### config.mk
export PLATFORM = sky130hd
export DESIGN_NAME = alu_muldiv_seq_flat
export DESIGN_NICKNAME = d
export VERILOG_FILES = /design/src/rtl/alu_muldiv_seq_if.sv /design/src/rtl/alu_muldiv_seq.sv /design/src/flat_wrapper.sv
export SDC_FILE = /design/constraint.sdc
export NUM_CORES = 1
export LEC_CHECK = 0
export BUFFER_PORTS_ARGS = -buffer_cell sky130_fd_sc_hd__buf_4
export CELL_PAD_IN_SITES_DETAIL_PLACEMENT = 0
export CELL_PAD_IN_SITES_GLOBAL_PLACEMENT = 2
export CORE_MARGIN = 4
export CORE_UTILIZATION = 30
export DETAILED_ROUTE_END_ITERATION = 8
export PLACE_DENSITY_LB_ADDON = 0.1
export REMOVE_ABC_BUFFERS = 1
export SYNTH_ARGS = -nofsm -noshare
export SYNTH_HDL_FRONTEND = slang
export SYNTH_SLANG_ARGS = --single-unit
### constraint.sdc
create_clock -name clk -period 3.85 [get_ports clk]
set_clock_uncertainty 0.05 [all_clocks]
set_input_delay 0.385 -clock clk [delete_from_list [all_inputs] [get_ports clk]]
set_output_delay 0.385 -clock clk [all_outputs]
set_load 0.1 [all_outputs]
### src/rtl/alu_muldiv_seq_if.sv
// Request/response and ALU-operand signals of the MULTU/DIVU sequencer.
// master = the sequencer itself; slave = its surroundings (CPU issuing start, ALU answering).
interface alu_muldiv_seq_if #(
  parameter int WIDTH = 32
);
  logic             start;
  logic             is_div;
  logic [WIDTH-1:0] srcA;
  logic [WIDTH-1:0] srcB;
  logic [WIDTH-1:0] alu_opA;
  logic [WIDTH-1:0] alu_opB;
  logic [3:0]       alu_ALUop;
  logic [WIDTH-1:0] alu_result;
  logic             alu_zero;
  logic             busy;
  logic             done;
  logic [WIDTH-1:0] hi;
  logic [WIDTH-1:0] lo;

  modport master (
    input  start, is_div, srcA, srcB, alu_result, alu_zero,
    output alu_opA, alu_opB, alu_ALUop, busy, done, hi, lo
  );

  modport slave (
    output start, is_div, srcA, srcB, alu_result, alu_zero,
    input  alu_opA, alu_opB, alu_ALUop, busy, done, hi, lo
  );
endinterface

### src/rtl/alu_muldiv_seq.sv
// Iterative MULTU/DIVU sequencer: one shared-ALU add/sub per cycle for WIDTH steps, owns HI/LO.
// Handshake: start is taken only while busy=0; busy stays high until the done cycle, and done pulses once when HI/LO are final.
module alu_muldiv_seq #(
  parameter int         WIDTH  = 32,
  parameter logic [3:0] OP_ADD = 4'b0010,
  parameter logic [3:0] OP_SUB = 4'b0110
) (
  input  logic                clk,
  input  logic                reset,
  alu_muldiv_seq_if.master    bus,
  output logic [1:0]          dbg_state
);
  localparam int CNT_W = $clog2(WIDTH);

  typedef enum logic [1:0] {S_IDLE, S_MUL, S_DIV, S_DONE} state_t;

  state_t           state_q, state_d;
  logic [WIDTH-1:0] hi_q, lo_q, opb_q;
  logic [CNT_W-1:0] cnt_q;

  logic [WIDTH-1:0] rem;
  logic             msb;
  logic             last;
  logic [WIDTH-1:0] sum;
  logic             carry;

  assign rem  = {hi_q[WIDTH-2:0], lo_q[WIDTH-1]};
  assign msb  = hi_q[WIDTH-1];
  assign last = (cnt_q == CNT_W'(WIDTH-1));
  // carry out of hi+mcand recovered from the WIDTH-bit ALU result
  assign sum   = lo_q[0] ? bus.alu_result : hi_q;
  assign carry = lo_q[0] & (bus.alu_result < hi_q);

  always_ff @(posedge clk or posedge reset) begin
    if (reset) state_q <= S_IDLE;
    else       state_q <= state_d;
  end

  always_comb begin
    state_d = state_q;
    case (state_q)
      S_IDLE: if (bus.start) begin
        if (!bus.is_div)           state_d = S_MUL;
        else if (bus.srcB == '0)   state_d = S_DONE;
        else                       state_d = S_DIV;
      end
      S_MUL, S_DIV: if (last) state_d = S_DONE;
      S_DONE:       state_d = S_IDLE;
      default:      state_d = S_IDLE;
    endcase
  end

  always_comb begin
    bus.busy      = (state_q != S_IDLE);
    bus.done      = (state_q == S_DONE);
    bus.alu_opA   = '0;
    bus.alu_opB   = '0;
    bus.alu_ALUop = OP_ADD;
    case (state_q)
      S_MUL: begin
        bus.alu_opA = hi_q;
        bus.alu_opB = opb_q;
      end
      S_DIV: begin
        bus.alu_opA   = rem;
        bus.alu_opB   = opb_q;
        bus.alu_ALUop = OP_SUB;
      end
      default: ;
    endcase
  end

  always_ff @(posedge clk or posedge reset) begin
    if (reset) begin
      hi_q  <= '0;
      lo_q  <= '0;
      opb_q <= '0;
      cnt_q <= '0;
    end else begin
      case (state_q)
        S_IDLE: if (bus.start) begin
          cnt_q <= '0;
          if (!bus.is_div) begin
            hi_q  <= '0;
            lo_q  <= bus.srcB;
            opb_q <= bus.srcA;
          end else if (bus.srcB == '0) begin
            hi_q <= bus.srcA;
            lo_q <= '1;
          end else begin
            hi_q  <= '0;
            lo_q  <= bus.srcA;
            opb_q <= bus.srcB;
          end
        end
        S_MUL: begin
          {hi_q, lo_q} <= {carry, sum, lo_q[WIDTH-1:1]};
          if (!last) cnt_q <= cnt_q + 1'b1;
        end
        S_DIV: begin
          // msb set means the shifted remainder exceeds WIDTH bits, so it always covers the divisor
          if (msb || (rem >= opb_q)) begin
            hi_q <= bus.alu_result;
            lo_q <= {lo_q[WIDTH-2:0], 1'b1};
          end else begin
            hi_q <= rem;
            lo_q <= {lo_q[WIDTH-2:0], 1'b0};
          end
          if (!last) cnt_q <= cnt_q + 1'b1;
        end
        S_DONE: cnt_q <= '0;
        default: ;
      endcase
    end
  end

  always_ff @(posedge clk) begin
    if (!reset) assert (bus.alu_zero == (bus.alu_result == '0));
  end

  assign bus.hi    = hi_q;
  assign bus.lo    = lo_q;
  assign dbg_state = state_q;
endmodule

### src/flat_wrapper.sv
// flat-port wrapper written by rule: the top's interface ports become plain ports
module alu_muldiv_seq_flat 
#(
  parameter int         WIDTH  = 32,
  parameter logic [3:0] OP_ADD = 4'b0010,
  parameter logic [3:0] OP_SUB = 4'b0110
)
  (clk, reset, dbg_state, bus_start, bus_is_div, bus_srcA, bus_srcB, bus_alu_result, bus_alu_zero, bus_alu_opA, bus_alu_opB, bus_alu_ALUop, bus_busy, bus_done, bus_hi, bus_lo);
  alu_muldiv_seq_if #(.WIDTH(WIDTH)) bus_i ();
  input  logic clk;
  input  logic reset;
  output logic [1:0] dbg_state;
  input wire logic [$bits(bus_i.start)-1:0] bus_start;
  input wire logic [$bits(bus_i.is_div)-1:0] bus_is_div;
  input wire logic [$bits(bus_i.srcA)-1:0] bus_srcA;
  input wire logic [$bits(bus_i.srcB)-1:0] bus_srcB;
  input wire logic [$bits(bus_i.alu_result)-1:0] bus_alu_result;
  input wire logic [$bits(bus_i.alu_zero)-1:0] bus_alu_zero;
  output wire logic [$bits(bus_i.alu_opA)-1:0] bus_alu_opA;
  output wire logic [$bits(bus_i.alu_opB)-1:0] bus_alu_opB;
  output wire logic [$bits(bus_i.alu_ALUop)-1:0] bus_alu_ALUop;
  output wire logic [$bits(bus_i.busy)-1:0] bus_busy;
  output wire logic [$bits(bus_i.done)-1:0] bus_done;
  output wire logic [$bits(bus_i.hi)-1:0] bus_hi;
  output wire logic [$bits(bus_i.lo)-1:0] bus_lo;
  assign bus_i.start = bus_start;
  assign bus_i.is_div = bus_is_div;
  assign bus_i.srcA = bus_srcA;
  assign bus_i.srcB = bus_srcB;
  assign bus_i.alu_result = bus_alu_result;
  assign bus_i.alu_zero = bus_alu_zero;
  assign bus_alu_opA = bus_i.alu_opA;
  assign bus_alu_opB = bus_i.alu_opB;
  assign bus_alu_ALUop = bus_i.alu_ALUop;
  assign bus_busy = bus_i.busy;
  assign bus_done = bus_i.done;
  assign bus_hi = bus_i.hi;
  assign bus_lo = bus_i.lo;
  alu_muldiv_seq #(.WIDTH(WIDTH), .OP_ADD(OP_ADD), .OP_SUB(OP_SUB)) u_core (.clk(clk), .reset(reset), .bus(bus_i), .dbg_state(dbg_state));
endmodule
Yosys cells after proc, flatten, opt, wreduce, memory -nomap -nowiden
Index checks and enable logic that the tools add are counted.
Widths: inputs -> output; s select.
{ "classes": {"add_sub_neg": 1, "n_lt_le_gt_ge": 2, "n_eq_ne": 8, "muxes": 24, "bitwise": 1, "n_reduce_logical": 10} }
{ "ops": {"columns": ["op", "count"], "rows": [
  ["$mux 32", 11],
  ["$pmux 32 s3", 2],
  ["$pmux 32 s2", 1],
  ["$ge 32x32->1", 1],
  ["$logic_not 32->1", 1],
  ["$lt 32x32->1", 1],
  ["$pmux 5 s3", 1],
  ["$mux 5", 2],
  ["$mux 2", 3],
  ["$ne 2x2->1 const B", 3],
  ["$pmux 2 s3", 1],
  ["$reduce_and 2->1", 3],
  ["$add 5x1->5 const B", 1],
  ["$eq 5x5->1 const B", 1],
  ["$eq 2x2->1 const B", 2],
  ["$mux 3", 1],
  ["$reduce_and 3->1", 1],
  ["$reduce_bool 3->1", 1],
  ["$eq 2x1->1 const B", 1],
  ["$logic_not 2->1", 1],
  ["$mux 1", 2],
  ["$ne 2x1->1 const B", 1],
  ["$reduce_bool 2->1", 1],
  ["$reduce_or 2->1", 1],
  ["other kinds (2)", 2]
]} }
{ "word_totals": {"reg_bits": 103, "out_inout_bits": 136, "wordCells": 51} }

Depth between registers and ports, before layout
Gate-level depths: netlist of the first run.
{ "depth": {"ltp_word": 5, "depth_mapped": 11, "mapped_depth_nobuf": 9} }

Worst setup path after synthesis of the first run
OpenSTA, ideal clock, no wires.
{ "synth_timing": {"path_type": "reg-to-output", "startpoint": "reg u_core.state_q[1] (netlist: u_core.dbg_state[1])", "endpoint": "out bus_alu_opA[10]", "t_arrival_ns": 4.089, "required_ns": 3.415, "setup_slack_ns": -0.674, "path_stages_with_launch": 6, "n_path_buf": 2, "path_cell_list": "dfrtp_1 -> ha_1 -> clkbuf_1 -> clkbuf_1 -> a22oi_1 -> nor2b_1"} }
{ "synth_between": {"elab_chain_cells": 2, "elab_cells_between_ends": 3, "classes_between": "eq/ne (2); mux (1)"} }
{ "synth_lines": {"columns": ["item", "line_no", "text"], "rows": [
  ["start, declared", "alu_muldiv_seq.sv:17", "state_t state_q, state_d;"],
  ["start signal, assigned", "alu_muldiv_seq.sv:36", "else state_q <= state_d;"],
  ["$eq 2x2->1 or $eq 2x1->1 (tied branches)", "alu_muldiv_seq.sv:59", "case (state_q)"],
  ["$pmux 32 s2 *", "alu_muldiv_seq.sv:59", null],
  ["end, declared", "flat_wrapper.sv:19", "output wire logic [$bits(bus_i.alu_opA)-1:0] bus_alu_opA;"]
]} }
Every way passes the cells marked *; elsewhere a longest branch is shown, timed or not.

Worst setup path after layout of the first run
{ "layout_timing": {"startpoint": "reg u_core.hi_q[8] (netlist: u_core.bus.hi[8])", "endpoint": "reg u_core.hi_q[14] (netlist: u_core.bus.hi[14])"} }
{ "layout_between": {"elab_chain_cells": 4} }
{ "layout_lines": {"columns": ["item", "line_no", "text"], "rows": [
  ["start, declared", "alu_muldiv_seq.sv:18", "logic [WIDTH-1:0] hi_q, lo_q, opb_q;"],
  ["start signal, assigned", "alu_muldiv_seq.sv:88", "hi_q <= bus.srcA;"],
  ["start signal, assigned", "alu_muldiv_seq.sv:97", "{hi_q, lo_q} <= {carry, sum, lo_q[WIDTH-1:1]};"],
  ["start signal, assigned", "alu_muldiv_seq.sv:103", "hi_q <= bus.alu_result;"],
  ["$ge 32x32->1", "alu_muldiv_seq.sv:102", "if (msb || (rem >= opb_q)) begin"],
  ["$logic_or 1x1->1", "alu_muldiv_seq.sv:102", null],
  ["$mux 32", "alu_muldiv_seq.sv:102", null],
  ["$pmux 32 s3", "alu_muldiv_seq.sv:80", "case (state_q)"]
]} }
Every way passes these cells.
A chain may end at the register's enable or synchronous reset.

==> results.ini, run 1 <==
[timing]
rsz0062_at_grt = no
slew_viol_final = 0
min_period_ns = 3.07
worstMarginPinSlew_ns = 0.787
max_freq_ghz = 0.326
setup_viol = 0
hold_violations = 0
finalCritPeriodShare_pct = 79.8
slew_headroom_pct = 47.0

[grt]
antenna_found_initial = 2
grt_max_degree = 75
grtUsageTotal_pct = 21.6
grt_remaining_overflow = 0
grt_first_pass_wirelength_um = 56500
grt_pass1_vias = 9390

[logic_synthesis]
synth_top_area_cell = dfrtp_1
ys_seq_area_share_pct = 28.8
yosys-top-cells-count = nand2_1, a21oi_1, o21ai_0
synth.most_common_cell = nand2_1
netlist_instances = 1154
yosysWarnings = 0
ys.flop_type = dfrtp_1
synth.distinct_cells = 49
synth_seq_cells = 103
synth_area_leaders = dfrtp_1, ha_1, mux2i_1
netlist_area_mm2 = 0.00894
synth.avg_cell_area_um2 = 7.75
async_reset_ff_share_pct = 100
synth.top_cell.area_share_pct = 28.8
synth-edff-count = 0

[hold_path]
hp-class = input pin to async pin

[setup_path]
crit_required_ns = 4.06
crit_arrival_ns = 3.28
r2r-end = u_core.bus.hi[14]
r2r_slack_ns = 0.78
crit_fanout = 19
startpoint = u_core.bus.hi[8]
ff2ff_path_depth = 9
r2r-start = u_core.bus.hi[8]
path_class = flop to flop
end_kind = flop
cp-start-kind = flop

[clock_network]
cts.sinks = 103
cts_buffers = 9
cts_setup_buffers = 0
clk_latency_ns = 0.36
ctsRootBufferMaster = clkbuf_16
cts_hold_buf = 0
cts_tree = built
clock_path_buffers = 2
cts_resized = 0
h-tree-depth = 3
clk_pin_slew_ns = 0.08

[placement]
dp_hpwl_um = 26100
placed_cells = 1708
gp_congestion = 0.813
portBuffers = 232

[detailed_routing]
drt_iter0_drc = 570
drt_pass1_iterations = 5
drcViolationCount = 0
viasPerCell = 5.32
drt-total-wl_um = 35900
ant_nets = 0
wl_per_cell_um = 20.8
vias = 9167

[floorplanning]
die_area_mm2 = 0.0326
die-width_um = 181
core_mm2 = 0.0290
die_h_um = 181
initial_core_util_pct = 30.8
floorplan.io_pins = 237
row_count = 62

[layout]
final_cells = 1724
diodes = 0
final_nets = 1505
final_layout_size_suffix_gt1_share_pct = 21.7
synthToLayoutAreaGrowth_pct = 27.7

[outcome]
status = finished clean

[job]
cap_viol_max_count = 0

==> cell type report <==
cell class / instances / area [um2]
sequential: 103 / 2580
multi-input combinational: 887 / 5720
inverter: 70 / 265
fill: 3112 / 17600
clock buffer: 11 / 243
timing repair buffer: 264 / 2040
tap: 384 / 480
clock inverter: 5 / 81.3
==> worst max-delay path by stage <==
stage	to	slack (ns)
final	u_core.bus.hi[14]	0.78
after detailed placement	u_core.bus.hi[17]	0.81
after global routing	u_core.bus.hi[10]	0.55
after CTS	u_core.bus.hi[14]	0.79
after floorplan	bus_alu_opA[0]	-2.13
after global placement	u_core.bus.hi[24]	0.81
==> sequential cells by signal (all words and copies together) (netlist names) <==
register	flops
u_core.bus.lo	32
u_core.opb_q	32
u_core.dbg_state	2
u_core.cnt_q	5
u_core.bus.hi	32
==> cell usage in the layout, fill, tap and decap left out, types with 64 or more instances in the layout <==
cell	Yosys	final
buf_4	3	259
dfrtp_1	103	102
mux2i_1	64	64
a211oi_1	65	65
inv_1	70	69
nor2_1	80	79
o21ai_0	105	105
ha_1	69	66
a21oi_1	121	121
nand2_1	152	152
==> per-stage QoR <==
stage / cell area [um2] / hold WS, ns / setup slack [ns] / utilization (%) / setup TNS, ns
4_1_cts: 11400 / 0.0329 / 0.789 / 39.3 / 0
3_5_place_dp: 11100 / 0.426 / 0.808 / 38.2 / 0
5_1_grt: 11400 / 0.0500 / 0.554 / 39.3 / 0
2_1_floorplan: 8510 / 0.397 / -2.13 / - / -188.01
6_report: 11400 / 0.0181 / 0.780 / 39.3 / 0
3_3_place_gp: 11100 / 0.428 / 0.812 / 38.2 / 0
==> routing by layer <==
metal	GRT usage [%]	up-vias	routed length, um
met4	4.93	4	636
met1	29.6	4428	17000
met5	0	-	40
met3	4.20	39	1600
li1	-	4477	-
met2	35.4	219	16700
==> cell families (layout without fill, tap and decap cells) <==
kind of cell,after synthesis,after routing,synth area share (%)
AO/OA/AOI/OAI,411,411,29.0
multiplexers,65,65,7.29
other,2,3,0.0840
AND/OR/NAND/NOR,339,339,17.3
flip-flops,103,103,28.8
adder cells (fa/ha/maj),69,69,9.66
buffers and inverters,165,350,7.78
==> worst max-delay path: stages, from the launching register on <==
cell	delay, ns
dfrtp_1	0.46
ha_1	0.36
a21o_1	0.20
a221o_1	0.35
a221oi_1	0.49
nor2_1	0.09
a211o_2	0.28
buf_4	0.26
mux2i_1	0.16
o31ai_1	0.25
Power of run 1 is left out: the tool's default activity adds up to more than one toggle a clock period on the data nets, which glitch-free logic cannot reach.
==> run 2, diff against run 1 <==
==> constraint.sdc (replaced) <==
create_clock -name clk -period 3.1 [get_ports clk]
set_clock_uncertainty 0.05 [all_clocks]
set_input_delay 0.31 -clock clk [delete_from_list [all_inputs] [get_ports clk]]
set_output_delay 0.31 -clock clk [all_outputs]
set_load 0.1 [all_outputs]
==> run 2 against run 1 <==
Net effect:
- the run now ends with negative hold slack left
- first-iteration DRC count decreased by 1.2%
- via count increased by 0.49%
- sequential cell count unchanged
- critical path type unchanged
==> results.ini, run 2 (synthesis results as in run 1) <==
[outcome]
status = finished with violations
failed_checks = negative hold slack

[setup_path]
slowest_stage = a221oi_1
ff2ff_path_depth = 9
r2r-start = u_core.bus.hi[8]
crit_chain = ha_1 > a21o_1 > a221o_1 > a221oi_1 > nor2_1 > a211o_2 > buf_4 > mux2i_1 > o31ai_1
crit_fanout = 16
startpoint = u_core.bus.hi[8]
worst_path_largest_cell_delay_ns = 0.41
cp-start-kind = flop
r2r-end = u_core.bus.hi[15]
r2r_slack_ns = 0.26
end_kind = flop
cp.buffers_inverters = 1
crit_required_ns = 3.31
crit_arrival_ns = 3.05
critPathTopFamily = compound AO/OA/AOI/OAI gates
path_class = flop to flop

[timing]
finalCritPeriodShare_pct = 91.6
setup_viol = 0
timing.hold.ws_ns = -0.0000973
worstMarginPinSlew_ns = 0.694
min_period_ns = 2.84
rsz0062_at_grt = no
max_freq_ghz = 0.352
hold_violations = 2
slew_viol_final = 0
slew_headroom_pct = 53.7

[layout]
final_util_pct = 40.5
synthToLayoutAreaGrowth_pct = 31.3
multi_input_area_mm2 = 0.00572
most-common-layout-cells = buf_4, nand2_1, a21oi_1
final_nets = 1534
fill_cells = 3086
layout_commonest_cell = buf_4
final_layout_size_suffix_gt1_share_pct = 23.4
final-seq-area_mm2 = 0.00258
diodes = 0

[clock_network]
h-tree-depth = 3
clock_path_buffers = 2
ctsRootBufferMaster = clkbuf_16
cts_resized = 0
cts.sinks = 103
clk_latency_ns = 0.36
cts_buffers = 9
cts_tree = built
clk_pin_slew_ns = 0.09
cts_setup_buffers = 0
cts_hold_buf = 0

[floorplanning]
row_count = 62
core_mm2 = 0.0290
floorplan.io_pins = 237
die_h_um = 181
initial_core_util_pct = 30.8
die_area_mm2 = 0.0326
die-width_um = 181

[job]
cap_viol_max_count = 0

[grt]
grt_use_met2_pct = 36.3
antenna_found_initial = 3
grt_max_degree = 96
grt_use_met1_pct = 30.0
top_usage_layer = met2
grtUsageTotal_pct = 21.5
grt_first_pass_wirelength_um = 56300
grt_remaining_overflow = 0
met3_usage_pct = 3.47
grt_pass1_vias = 9269

[detailed_routing]
vias = 9212
drt-total-wl_um = 36000
drcViolationCount = 0
drt_iter0_drc = 563
ant_nets = 0
wl_per_cell_um = 20.6
viasPerCell = 5.25
drt_pass1_iterations = 5

[placement]
dp_hpwl_um = 26200
portBuffers = 232
gp_congestion = 0.772

[hold_path]
hp-class = input pin to async pin

## run 2: cell types whose count changed in the layout (fill, tap and decap cells not counted), sizes merged
cell / before / now
clkinvlp: 1 / 0
bufinv: 2 / 1
clkinv: 2 / 3
buf: 264 / 293
inv: 70 / 71
## run 2: worst max-delay path by stage
stage / cells past startpoint / slack, ns / end
floorplan: 3 / -2.81 / bus_alu_opA[0]
global placement: 10 / 0.29 / u_core.bus.hi[17]
detailed placement: 9 / 0.27 / u_core.bus.hi[15]
CTS: 9 / 0.23 / u_core.bus.hi[15]
global route: 9 / 0.09 / u_core.bus.hi[16]
finish: 9 / 0.26 / u_core.bus.hi[15]
## run 2: per-layer routing
layer  share of wire (%)  wire length, um
met5                0.11               40
met4                0.67              242
met3                 4.0             1430
met2                  47            16900
met1                  48            17400
## run 2: layout make-up
class	instances	area share, %
inverter	70	2.26
timing repair buffer	293	20.2
clock buffer	11	2.15
sequential	103	22.0
multi-input combinational	887	48.7
tap	384	4.09
clock inverter	5	0.554
## run 2: metrics by stage
| stage | area, um2 | hold slack, ns | setup TNS (ns) | setup WS, ns | std cells |
|---|---|---|---|---|---|
| after floorplan | 8510 | 0.397 | -306.30 | -2.81 | 1060 |
| after global placement | 11400 | 0.426 | 0 | 0.285 | 1737 |
| after detailed placement | 11400 | 0.421 | 0 | 0.274 | 1737 |
| after CTS | 11700 | 0.0190 | 0 | 0.230 | 1753 |
| after global routing | 11700 | 0.0418 | 0 | 0.0901 | 1753 |
| final | 11700 | -0.0000973 | 0 | 0.260 | 1753 |
Power of run 2 is left out for the same reason.
